$ cat src/rtl/mmio_console.sv
// mmio_console: console/exit peripheral on the core's data-memory write port.
//   Stores to PUTC_ADDR queue a character; a store to EXIT_ADDR ends the program.
//   Every other store is forwarded to the data RAM.
//   Ports:
//     clk, reset                  clock and asynchronous active-high reset
//     dmem_wready/waddr/wdata/wstrb  core write request
//     io_stall                    core must hold and retry the current write
//     ram_wready                  write forwarded to the data RAM
//     tx_valid/tx_data/tx_ready   outgoing character stream
//     exit_valid/exit_code        sticky termination flag and exit code
//     char_count                  characters popped since reset
module mmio_console #(
  parameter logic [31:0] PUTC_ADDR = 32'h8000001c,
  parameter logic [31:0] EXIT_ADDR = 32'h8000002c,
  parameter int          DEPTH     = 16
) (
  input  logic        clk,
  input  logic        reset,
  input  logic        dmem_wready,
  input  logic [31:0] dmem_waddr,
  input  logic [31:0] dmem_wdata,
  input  logic [3:0]  dmem_wstrb,
  output logic        io_stall,
  output logic        ram_wready,
  output logic        tx_valid,
  output logic [7:0]  tx_data,
  input  logic        tx_ready,
  output logic        exit_valid,
  output logic [31:0] exit_code,
  output logic [31:0] char_count
);

  localparam int AW = $clog2(DEPTH);

  typedef enum logic [1:0] {RUN, DRAIN, DONE} state_t;

  state_t          state_q;
  logic [AW:0]     wr_ptr_q, wr_ptr_d;
  logic [AW:0]     rd_ptr_q, rd_ptr_d;
  logic [7:0]      mem_q [DEPTH];
  logic            exit_valid_q;
  logic [31:0]     exit_code_q;
  logic [31:0]     char_count_q;

  logic addr_putc, addr_exit;
  logic hit_putc, hit_exit;
  logic empty, full, empty_next;
  logic push, pop;

  // Only byte lane 0 carries the character.
  logic unused_strb;
  assign unused_strb = ^dmem_wstrb[3:1];

  assign addr_putc = (dmem_waddr == PUTC_ADDR);
  assign addr_exit = (dmem_waddr == EXIT_ADDR);
  assign hit_putc  = dmem_wready && addr_putc && dmem_wstrb[0];
  assign hit_exit  = dmem_wready && addr_exit;

  // Extra pointer bit distinguishes full from empty when the indices match.
  assign empty = (wr_ptr_q == rd_ptr_q);
  assign full  = (wr_ptr_q[AW] != rd_ptr_q[AW]) &&
                 (wr_ptr_q[AW-1:0] == rd_ptr_q[AW-1:0]);

  assign pop  = !empty && tx_ready;
  // A full FIFO can still take a char when the head leaves in the same cycle.
  assign push = hit_putc && (state_q != DONE) && (!full || pop);

  assign wr_ptr_d   = push ? wr_ptr_q + 1'b1 : wr_ptr_q;
  assign rd_ptr_d   = pop  ? rd_ptr_q + 1'b1 : rd_ptr_q;
  assign empty_next = (wr_ptr_d == rd_ptr_d);

  assign io_stall   = (hit_putc && full && !pop) || (hit_exit && state_q == DRAIN);
  assign ram_wready = dmem_wready && !(addr_putc || addr_exit);

  assign tx_valid   = !empty;
  // Force zero when empty so stale entries never show after reset.
  assign tx_data    = empty ? 8'h00 : mem_q[rd_ptr_q[AW-1:0]];
  assign exit_valid = exit_valid_q;
  assign exit_code  = exit_code_q;
  assign char_count = char_count_q;

  // Storage array carries no reset; visibility is gated by the pointers.
  always_ff @(posedge clk) begin
    if (push) begin
      mem_q[wr_ptr_q[AW-1:0]] <= dmem_wdata[7:0];
    end
  end

  always_ff @(posedge clk or posedge reset) begin
    if (reset) begin
      state_q      <= RUN;
      wr_ptr_q     <= '0;
      rd_ptr_q     <= '0;
      exit_valid_q <= 1'b0;
      exit_code_q  <= '0;
      char_count_q <= '0;
    end else begin
      wr_ptr_q <= wr_ptr_d;
      rd_ptr_q <= rd_ptr_d;
      if (pop) begin
        char_count_q <= char_count_q + 32'd1;
      end
      case (state_q)
        RUN: begin
          if (hit_exit) begin
            exit_code_q <= dmem_wdata;
            if (empty) begin
              state_q      <= DONE;
              exit_valid_q <= 1'b1;
            end else begin
              state_q <= DRAIN;
            end
          end
        end
        DRAIN: begin
          // Terminate only once the last buffered char has been taken.
          if (empty_next) begin
            state_q      <= DONE;
            exit_valid_q <= 1'b1;
          end
        end
        DONE: begin
          state_q <= DONE;
        end
        default: state_q <= RUN;
      endcase
    end
  end

endmodule

$ cat config.mk
export PLATFORM = sky130hd
export DESIGN_NAME = mmio_console
export DESIGN_NICKNAME = d
export VERILOG_FILES = /design/src/rtl/mmio_console.sv
export SDC_FILE = /design/constraint.sdc
export NUM_CORES = 1
export LEC_CHECK = 0
export CAP_MARGIN = 20
export CORE_AREA = 5 5 124 150
export CTS_CLUSTER_SIZE = 16
export DETAILED_ROUTE_END_ITERATION = 7
export DIE_AREA = 0 0 129 155
export PLACE_DENSITY_LB_ADDON = 0.2
export SLEW_MARGIN = 5
export SYNTH_ARGS = -nofsm -noshare
export SYNTH_HDL_FRONTEND = slang
export SYNTH_SLANG_ARGS = --single-unit
$ cat constraint.sdc
create_clock -name clk -period 3.7 [get_ports clk]
set_input_delay 0.74 -clock clk [delete_from_list [all_inputs] [get_ports clk]]
set_output_delay 0.74 -clock clk [all_outputs]
set_load 0.005 [all_outputs]
Yosys cells after proc, flatten, opt, wreduce, memory -nomap -nowiden
Memory sizes are Yosys's and may differ from the RTL's.
Cells that the tools add are included.
{"block": "classes", "add_sub_neg": 3, "multipliers": 0, "div_mod_pow": 0, "n_lt_le_gt_ge": 0, "eq_ne": 12, "shift": 0, "mux": 13, "n_bitwise": 0, "n_reduce_logical": 23}
{"op": "equality test 32 bit (second input constant)", "n": 2}
{"op": "adder 32 x 1 -> 32 bit (second input constant)", "n": 1}
{"op": "logical AND 1 bit", "n": 11}
{"op": "adder 5 x 1 -> 5 bit (second input constant)", "n": 2}
{"op": "equality test 5 bit", "n": 2}
{"op": "two-way mux 5 bit", "n": 2}
{"op": "two-way mux 8 bit", "n": 1}
{"op": "!= test 2 bit (second input constant)", "n": 4}
{"op": "two-way mux 2 bit", "n": 3}
{"op": "one-hot mux 2 bit (3 select lines)", "n": 1}
{"op": "two-way mux 1 bit", "n": 5}
{"op": "equality test 4 bit", "n": 1}
{"op": "logical NOT 1 bit", "n": 4}
{"op": "AND reduction 2 bit", "n": 2}
{"op": "AND reduction 4 bit", "n": 1}
{"op": "logical OR 1 bit", "n": 3}
{"op": "equality test 2 x 1 -> 1 bit (second input constant)", "n": 1}
{"op": "equality test 2 bit (second input constant)", "n": 1}
{"op": "logical NOT 2 bit", "n": 1}
{"op": "one-hot mux 1 bit (2 select lines)", "n": 1}
{"op": "nonzero test 2 bit", "n": 1}
{"op": "!= test 1 bit", "n": 1}
{"block": "totals", "reg_bits": 77, "latchBits": 0, "mem_bits_rw": 128, "rom_bits": 0, "in_bits": 72, "out_inout_bits": 76, "wordCells": 58, "mem_count": 1}
{"name": "mem_q", "words": 16, "width": 8, "rd": 1, "rd_clocked_by_memory_dff": 0, "wr": 1, "line": "40", "text": "logic [7:0] mem_q [DEPTH];"}

Longest topological paths before layout
Gate-level depths: netlist (run 1).
{"block": "depth", "depth_word": 9, "depth_mapped": 10, "ltp_nobuf": 9}

Least setup slack after synthesis (run 1)
OpenSTA, ideal clock, no wires.
{"block": "synth_path", "path_type": "input to register", "from": "input dmem_waddr[8]", "to": "memory mem_q[1][0] (enable)", "setup_time_ps": 383, "t_arrival_ps": 3165, "t_required_ps": 3317, "slack_ps": 151, "cell_stages": 5, "n_path_buf": 0, "cell_sequence": "or4_4 > or4_4 > a2111oi_2 > nand2_1 > nor3_1"}
{"block": "synth_via", "elab_chain_cells": 7}
{"element": "start: declaration", "line": "20", "text": "input logic [31:0] dmem_waddr,"}
{"element": "equality test 32 bit", "line": "54", "text": "assign addr_putc = (dmem_waddr == PUTC_ADDR);"}
{"element": "logical AND 1 bit (2 in series)", "line": "56", "text": "assign hit_putc = dmem_wready && addr_putc && dmem_wstrb[0];"}
{"element": "logical AND 1 bit (2 in series)", "line": "66", "text": "assign push = hit_putc && (state_q != DONE) && (!full || pop);"}
{"element": "two-way mux 1 bit", "line": "84", "text": "if (push) begin"}
{"element": "two-way mux 1 bit (implied by the code)", "line": "85", "text": "mem_q[wr_ptr_q[AW-1:0]] <= dmem_wdata[7:0];"}
{"element": "end: declaration", "line": "40"}
Every way passes these cells.

Final worst setup path (run 1)
{"block": "layout_path", "from": "register rd_ptr_q[0]", "to": "output tx_data[3]"}
{"block": "layout_via", "elab_chain_cells": 2, "elab_cells_between_ends": 3, "classes_between": "1 x eq/ne; 1 x mux; 1 x memory"}
{"element": "start: declaration", "line": "39", "text": "logic [AW:0] rd_ptr_q, rd_ptr_d;"}
{"element": "start signal: assignment", "line": "99", "text": "rd_ptr_q <= rd_ptr_d;"}
{"element": "memory (16 x 8 bit) or equality test 5 bit (tied branches)"}
{"element": "two-way mux 8 bit (*)", "line": "77", "text": "assign tx_data = empty ? 8'h00 : mem_q[rd_ptr_q[AW-1:0]];"}
{"element": "end: declaration", "line": "26", "text": "output logic [7:0] tx_data,"}
Mark *: on every way between the ends. The rest lies on a longest branch, timed or not.

==> metrics.cfg, run 1 <==
[global_routing]
grt_pass1_wl_um = 31000
antenna_found_initial = 0
grt_pass1_vias = 5796
grt_max_degree = 42
grt-ovfl-total = 0
track_usage_pct = 19.6

[floorplanning]
io_pins = 148
start_util_pct = 51.7
rows = 53
core-area_sq_mm = 0.0171
die-area_sq_mm = 0.0200
die_x_um = 129
chipHeight_um = 155

[setup_path]
cp_num_cells = 6
path_max_fanout = 10
slowest_delay_ns = 0.66
critPathCaptureType = output pin
worstPathCellList = xor2_2, or4_1, nor2_4, inv_2, and2_1, clkdlybuf4s50_1
crit_path_top_delay_cell = or4_1
reg2reg_depth = 8
startpoint_type = flop
timing.rr.end = state_q[1]
cp_data_required_time_ns = 2.96
critPathKind = flop to output pin
path_buf_inv = 2
r2r-start = wr_ptr_q[4]
arrival_ns = 2.86
critPathTopFamily = simple AND/OR/NAND/NOR gates
r2r_slack_ns = 0.74
setup.worst_path.start = rd_ptr_q[0]

[place]
port_buffers = 144
postPlaceCellArea_sq_mm = 0.0108
place.gp.congestion = 0.842
hpwl_um = 13300
post-place-ws_ns = -0.244

[detailed_routing]
via_per_inst = 5.60
first_pass_iters = 5
drc_errors = 0
vias = 5401
wire_per_inst_um = 20.1
wl_um = 19400
drt_iter0_drc = 336
ant_nets = 0

[logic_synthesis]
dominantRegCellSynth = edfxtp_1
yosys.area_share.adder_pct = 1.41
yosysMostFrequentCell = edfxtp_1
synthTopCellsByArea = edfxtp_1, dfrtp_1, mux4_2, xnor2_1, mux2_1
yosysSeqAreaShare_pct = 65.2
synth_top_family_by_area = multiplexers
yosys_warnings = 0
synth_cell_type_count = 66
syn_area_per_cell_sq_um = 16.4
async_flop_share_pct = 37.6
synth_largest_area_cell = edfxtp_1
synth-simple-area-share_pct = 9.46
synth_edf_count = 128
synth_top_area_share_pct = 43.5
synth-compound-area-share_pct = 3.10
syn_inst = 540
synthXorXnorAreaFrac_pct = 4.81
ys_ff_latch = 205
syn_area_sq_mm = 0.00885
synthTopCellsByCount = edfxtp_1, dfrtp_1, mux4_2
synth_nets = 622
synth.area.mux_share_pct = 14.3

[finish]
drive_gt1_share_pct = 20.1
fillCellCount = 1192
fin_nets = 812
area_growth_pct = 29.7
diodes = 0
final_area_sq_mm = 0.0115

[cts]
cts_max_path_buffers = 3
cts_max_level = 1
cts_made_buffers = 21
cts_tree = done
holdBufCountCts = 0
clock-sinks = 205
clk_pin_slew_ns = 0.06
root_buffer = clkbuf_16
clock_latency_ns = 0.50

[sta]
period_minus_slack_ns = 3.60
relSlewSlack_pct = 43.2
hold_viol = 0
final.setup.tns_ns = 0
worst_pin_slew_ns = 0.850
clock_skew_ns = 0.00844
timing.final.ws_setup_ns = 0.100
drv_slew = 0
fmax_mhz = 278
fin_crit_sh_pct = 97.3
report.final.setup_viol = 0
rsz0062_at_grt = false

[pwr]
vdd_drop_max_uv = 423
pwr-share-seq_pct = 41.0
power.share.combinational_pct = 27.8
intPower_mw = 4.61
power_density_mw_per_mm2 = 549
p_switching_mw = 1.69
leakage_nw = 4.36
clock_power_share_pct = 31.2
p_total_mw = 6.30
swShare_pct = 26.8

[worst_hold_path]
min_to = exit_valid
hold_depth = 1
hold_start = exit_valid
hold_path_class = flop to flop

[status]
status = finished clean

[run]
max_cap_viol_count = 0

[layout make-up]
class / instances / area, sq um / share of cell area [%]
sequential: 205 / 5770 / 50.3
multi-input combinational: 303 / 2940 / 25.6
timing repair buffer: 187 / 1820 / 15.8
clock buffer: 26 / 544 / 4.74
tap: 220 / 275 / 2.40
clock inverter: 12 / 86.3 / 0.752
inverter: 12 / 45.0 / 0.392
[cell usage in the layout (no fill, tap or decap), drive strengths merged, types with 25 or more instances in the layout]
| cell | netlist | layout |
|---|---|---|
| clkbuf | 9 | 27 |
| nor2 | 25 | 25 |
| nand2 | 33 | 33 |
| buf | 10 | 42 |
| xnor2 | 32 | 32 |
| dfrtp | 77 | 77 |
| edfxtp | 128 | 128 |
| mux2 | 32 | 32 |
| mux4 | 40 | 40 |
| clkdlybuf4s50 | 0 | 143 |
[sequential cells by signal, indices dropped and copies added, names as in the netlist]
signal	count
char_count	32
exit_code	32
exit_valid	1
mem_q	128
rd_ptr_q	5
state_q	2
wr_ptr_q	5
[power groups by stage]
| stage | registers (mW) | clock network [mW] | logic [mW] |
|---|---|---|---|
| 6_report | 2.58 | 1.97 | 1.75 |
| 5_1_grt | 2.59 | 2.11 | 1.89 |
| 4_1_cts | 2.57 | 2.02 | 1.74 |
| 3_5_place_dp | 2.62 | 0 | 1.72 |
| 3_3_place_gp | 2.61 | 0 | 1.69 |
| 2_1_floorplan | 2.60 | 0 | 1.09 |
[kinds of logic (layout without fill, tap and decap cells)]
logic type | count (synthesis) | count (layout)
AO/OA/AOI/OAI | 34 | 34
XOR/XNOR | 46 | 46
multiplexers | 72 | 72
adder cells (fa/ha/maj) | 10 | 10
AND/OR/NAND/NOR | 141 | 141
buffers and inverters | 32 | 237
flip-flops | 205 | 205
[layer usage]
metal  wire length [um]  GRT usage (%)
met1               7530           24.5
met2               9770           32.9
met3               1700           6.35
met4                391           5.25
met5                  0              0
[timing repair]
action	4_1_cts	5_1_grt
pin swaps	0	0
cloned	0	1
resized for setup	4	1
setup buffers	0	0
endpoints found under the hold margin	0	0
setup endpoints to repair	10	8
[worst max path at each step]
stage,endpoint,slack [ns]
2_1_floorplan,mem_q[1][0],0.15
4_1_cts,tx_data[2],0.04
3_3_place_gp,state_q[1],-0.14
5_1_grt,tx_data[0],0.01
6_report,tx_data[3],0.10
3_5_place_dp,state_q[1],-0.24
[metrics by stage]
stage          instances  utilization [%]  hold WS [ns]
6_report             965             67.1         0.471
5_1_grt              965             67.1         0.509
4_1_cts              964             66.9         0.470
3_5_place_dp         926             63.2         0.447
3_3_place_gp         926             63.2         0.450
2_1_floorplan        540                -         0.451
No activity file was read; power rests on OpenSTA's default activity.
==> inputs of run 2 (changes only) <==
- TNS_END_PERCENT: not set -> 20
==> results of run 2 <==
Final layout, timing and power as in run 1 (identical DEF).
==> inputs of run 3 (changes only) <==
- ABC_AREA: not set -> 1
- CORE_AREA: 5 5 124 150 -> 5 5 125 151
- DIE_AREA: 0 0 129 155 -> 0 0 130 156
- SETUP_SLACK_MARGIN: not set -> 0.4
==> run 3 against run 2 <==
Net effect: worst hold slack improved by 0.0078 ns; core utilization is 0.69 points higher; clock skew is 0.0017 ns higher.
==> metrics.cfg, run 3 <==
[finish]
area_growth_pct = 27.5  ; was 29.7%
fin_nets = 1090  ; was 812
drive_gt1_share_pct = 12.4  ; was 20.1%
largest_register_ffs = 128  ; unchanged
diodes = 0  ; unchanged
layout_common_cells = nand2_1, clkdlybuf4s50_1, edfxtp_1, nor2_1, dfrtp_1  ; was clkdlybuf4s50_1, edfxtp_1, dfrtp_1, mux4_2, buf_4

[setup_path]
cp_data_required_time_ns = 2.96  ; about the same
reg2reg_depth = 18  ; was 8
critPathKind = flop to output pin  ; unchanged
timing.rr.end = state_q[1]  ; unchanged
path_max_fanout = 19  ; was 10
worstPathCellList = buf_6, inv_8, buf_4, o21ai_0, o221ai_1, nand3_1, a31oi_1, clkdlybuf4s50_1  ; was xor2_2, or4_1, nor2_4, inv_2, and2_1, clkdlybuf4s50_1
slowest_delay_ns = 0.53  ; was 0.66 ns
critPathCaptureType = output pin  ; unchanged
startpoint_type = flop  ; unchanged
r2r_slack_ns = 1.25  ; was 0.74 ns
crit_path_top_delay_cell = clkdlybuf4s50_1  ; was or4_1
r2r-start = rd_ptr_q[1]  ; was wr_ptr_q[4]
arrival_ns = 2.56  ; was 2.86 ns

[logic_synthesis]
synth.area.mux_share_pct = 3.93  ; was 14.3%
yosysSeqAreaShare_pct = 63.0  ; was 65.2%
yosys_warnings = 0  ; unchanged
ys_ff_latch = 205  ; unchanged
synth_top_area_share_pct = 41.9  ; was 43.5%
synthXorXnorAreaFrac_pct = 3.34  ; was 4.81%
synth_largest_area_cell = edfxtp_1  ; unchanged
synth_cell_type_count = 39  ; was 66
dominantRegCellSynth = edfxtp_1  ; unchanged
synth_edf_count = 128  ; unchanged
syn_inst = 842  ; was 540
async_flop_share_pct = 37.6  ; unchanged
synthTopCellsByCount = nand2_1, edfxtp_1, nor2_1  ; was edfxtp_1, dfrtp_1, mux4_2
synth-simple-area-share_pct = 16.0  ; was 9.46%
synth_nets = 924  ; was 622
synth-compound-area-share_pct = 7.45  ; was 3.10%
syn_area_per_cell_sq_um = 10.9  ; was 16.4 sq um
synth_top_family_by_area = simple AND/OR/NAND/NOR gates  ; was multiplexers
syn_area_sq_mm = 0.00917  ; was 0.00885 sq mm
yosys.area_share.adder_pct = 1.37  ; was 1.41%
synthTopCellsByArea = edfxtp_1, dfrtp_1, nand2_1, nor2_1, mux2_2  ; was edfxtp_1, dfrtp_1, mux4_2, xnor2_1, mux2_1
yosysMostFrequentCell = nand2_1  ; was edfxtp_1

[global_routing]
grt_pass1_vias = 6811  ; was 5796
grt_pass1_wl_um = 34300  ; was 31000 um
track_usage_pct = 21.4  ; was 19.6%
grt-ovfl-total = 0  ; unchanged
antenna_found_initial = 0  ; unchanged
grt_max_degree = 78  ; was 42

[floorplanning]
chipHeight_um = 156  ; was 155 um
io_pins = 148  ; unchanged
rows = 53  ; unchanged
core-area_sq_mm = 0.0172  ; was 0.0171 sq mm
start_util_pct = 53.2  ; was 51.7%
die_x_um = 130  ; was 129 um
die-area_sq_mm = 0.0203  ; was 0.0200 sq mm

[detailed_routing]
wire_per_inst_um = 17.4  ; was 20.1 um
ant_nets = 0  ; unchanged
first_pass_iters = 8  ; was 5
vias = 6618  ; was 5401
via_per_inst = 5.33  ; was 5.60
wl_um = 21500  ; was 19400 um
drc_errors = 0  ; unchanged
drt_iter0_drc = 433  ; was 336

[cts]
clock_latency_ns = 0.49  ; was 0.50 ns
clock-sinks = 205  ; unchanged
cts_max_level = 1  ; unchanged
cts_made_buffers = 20  ; was 21
cts_max_path_buffers = 3  ; unchanged
clk_pin_slew_ns = 0.06  ; about the same
root_buffer = clkbuf_16  ; unchanged
cts_tree = done  ; unchanged

[sta]
timing.final.ws_setup_ns = 0.402  ; was 0.100 ns
period_minus_slack_ns = 3.30  ; was 3.60 ns
worst_pin_slew_ns = 0.735  ; was 0.850 ns
report.final.setup_viol = 0  ; unchanged
relSlewSlack_pct = 50.8  ; was 43.2%
drv_slew = 0  ; unchanged
fin_crit_sh_pct = 89.1  ; was 97.3%
hold_viol = 0  ; unchanged
final.setup.tns_ns = 0  ; unchanged
whs_ns = 0.479  ; was 0.471 ns
fmax_mhz = 303  ; was 278 MHz
rsz0062_at_grt = true  ; was false
clock_skew_ns = 0.0102  ; was 0.00844 ns

[worst_hold_path]
hold_start = exit_valid  ; unchanged
hold_depth = 2  ; was 1
min_to = exit_valid  ; unchanged
hold_path_class = flop to flop  ; unchanged

[pwr]
vdd_drop_max_uv = 391  ; was 423 uV
leakage_nw = 4.71  ; was 4.36 nW
power_density_mw_per_mm2 = 527  ; was 549 mW/mm^2

[place]
port_buffers = 144  ; unchanged
post-place-ws_ns = 0.257  ; was -0.244 ns
hpwl_um = 14300  ; was 13300 um
place.gp.congestion = 0.803  ; was 0.842

[status]
status = finished clean  ; unchanged

[run]
max_cap_viol_count = 0  ; unchanged

## run 3: changes by cell type in the layout (fill, tap and decap cells not counted), sizes merged, moves of 7 or more
cell	previous run	this run
nand2	33	150
xor2	13	23
o22ai	1	20
inv	14	79
mux4	40	0
and3	7	0
nand3	15	36
nor2	25	121
and2	9	0
o221ai	0	13
buf	42	27
xnor2	32	12
o21ai	6	69
## run 3: power by group
group | switching (mW) | internal (mW)
combinational | 0.918 | 0.706
sequential | 0.0919 | 2.50
clock | 0.830 | 1.11
total | 1.84 | 4.32
## run 3: routing by layer
layer | share of wire (%) | track usage (%)
met3 | 6.4 | 5.03
met2 | 51 | 37.5
met5 | 0 | 0
met4 | 2.7 | 6.68
met1 | 40 | 26.2
## run 3: kinds of logic (layout without fill, tap and decap cells)
family          after synthesis  after routing
simple gates                334            334
flops                       205            205
compound gates              117            117
buf+inv                     109            288
xor+xnor                     35             35
mux                          32             32
fa+ha+maj                    10             10
## run 3: how the worst max path moves through the flow
| stage | endpoint | startpoint |
|---|---|---|
| 4_1_cts | tx_data[3] | rd_ptr_q[2] |
| 6_report | tx_data[2] | rd_ptr_q[1] |
| 3_3_place_gp | io_stall | dmem_waddr[31] |
| 3_5_place_dp | io_stall | dmem_waddr[31] |
| 5_1_grt | tx_data[1] | rd_ptr_q[1] |
| 2_1_floorplan | char_count[0] | reset |
## run 3: through the flow
| step | instances | power, mW | instance area (sq um) | utilization, % |
|---|---|---|---|---|
| finish | 1241 | 6.16 | 11700 | 67.8 |
| global route | 1241 | 6.46 | 11700 | 67.8 |
| CTS | 1240 | 6.20 | 11700 | 67.6 |
| detailed placement | 1204 | 4.21 | 11000 | 63.7 |
| global placement | 1204 | 4.18 | 11000 | 63.7 |
| floorplan | 842 | 3.53 | 9170 | - |
## run 3: layout make-up
| class | instances | area [sq um] |
|---|---|---|
| Inverter | 81 | 327 |
| Clock buffer | 27 | 548 |
| Tap cell | 220 | 275 |
| Fill cell | 1348 | 5560 |
| Multi-Input combinational cell | 528 | 2960 |
| Sequential cell | 205 | 5770 |
| Timing Repair Buffer | 172 | 1730 |
| Clock inverter | 8 | 67.6 |
## run 3: repair_timing
action / CTS / global route
hold buffers: 0 / 0
gates cloned: 1 / 0
endpoints found under the setup margin: 10 / 9
gates resized for setup: 12 / 5
pin swaps: 1 / 2
buffers inserted: 0 / 1
## run 3: critical path, delay by kind of cell (launching register included)
family / cells / cell delay [ns]
simple gates: 1 / 0.18
buf+inv: 4 / 1.02
flops: 1 / 0.39
compound gates: 3 / 0.48
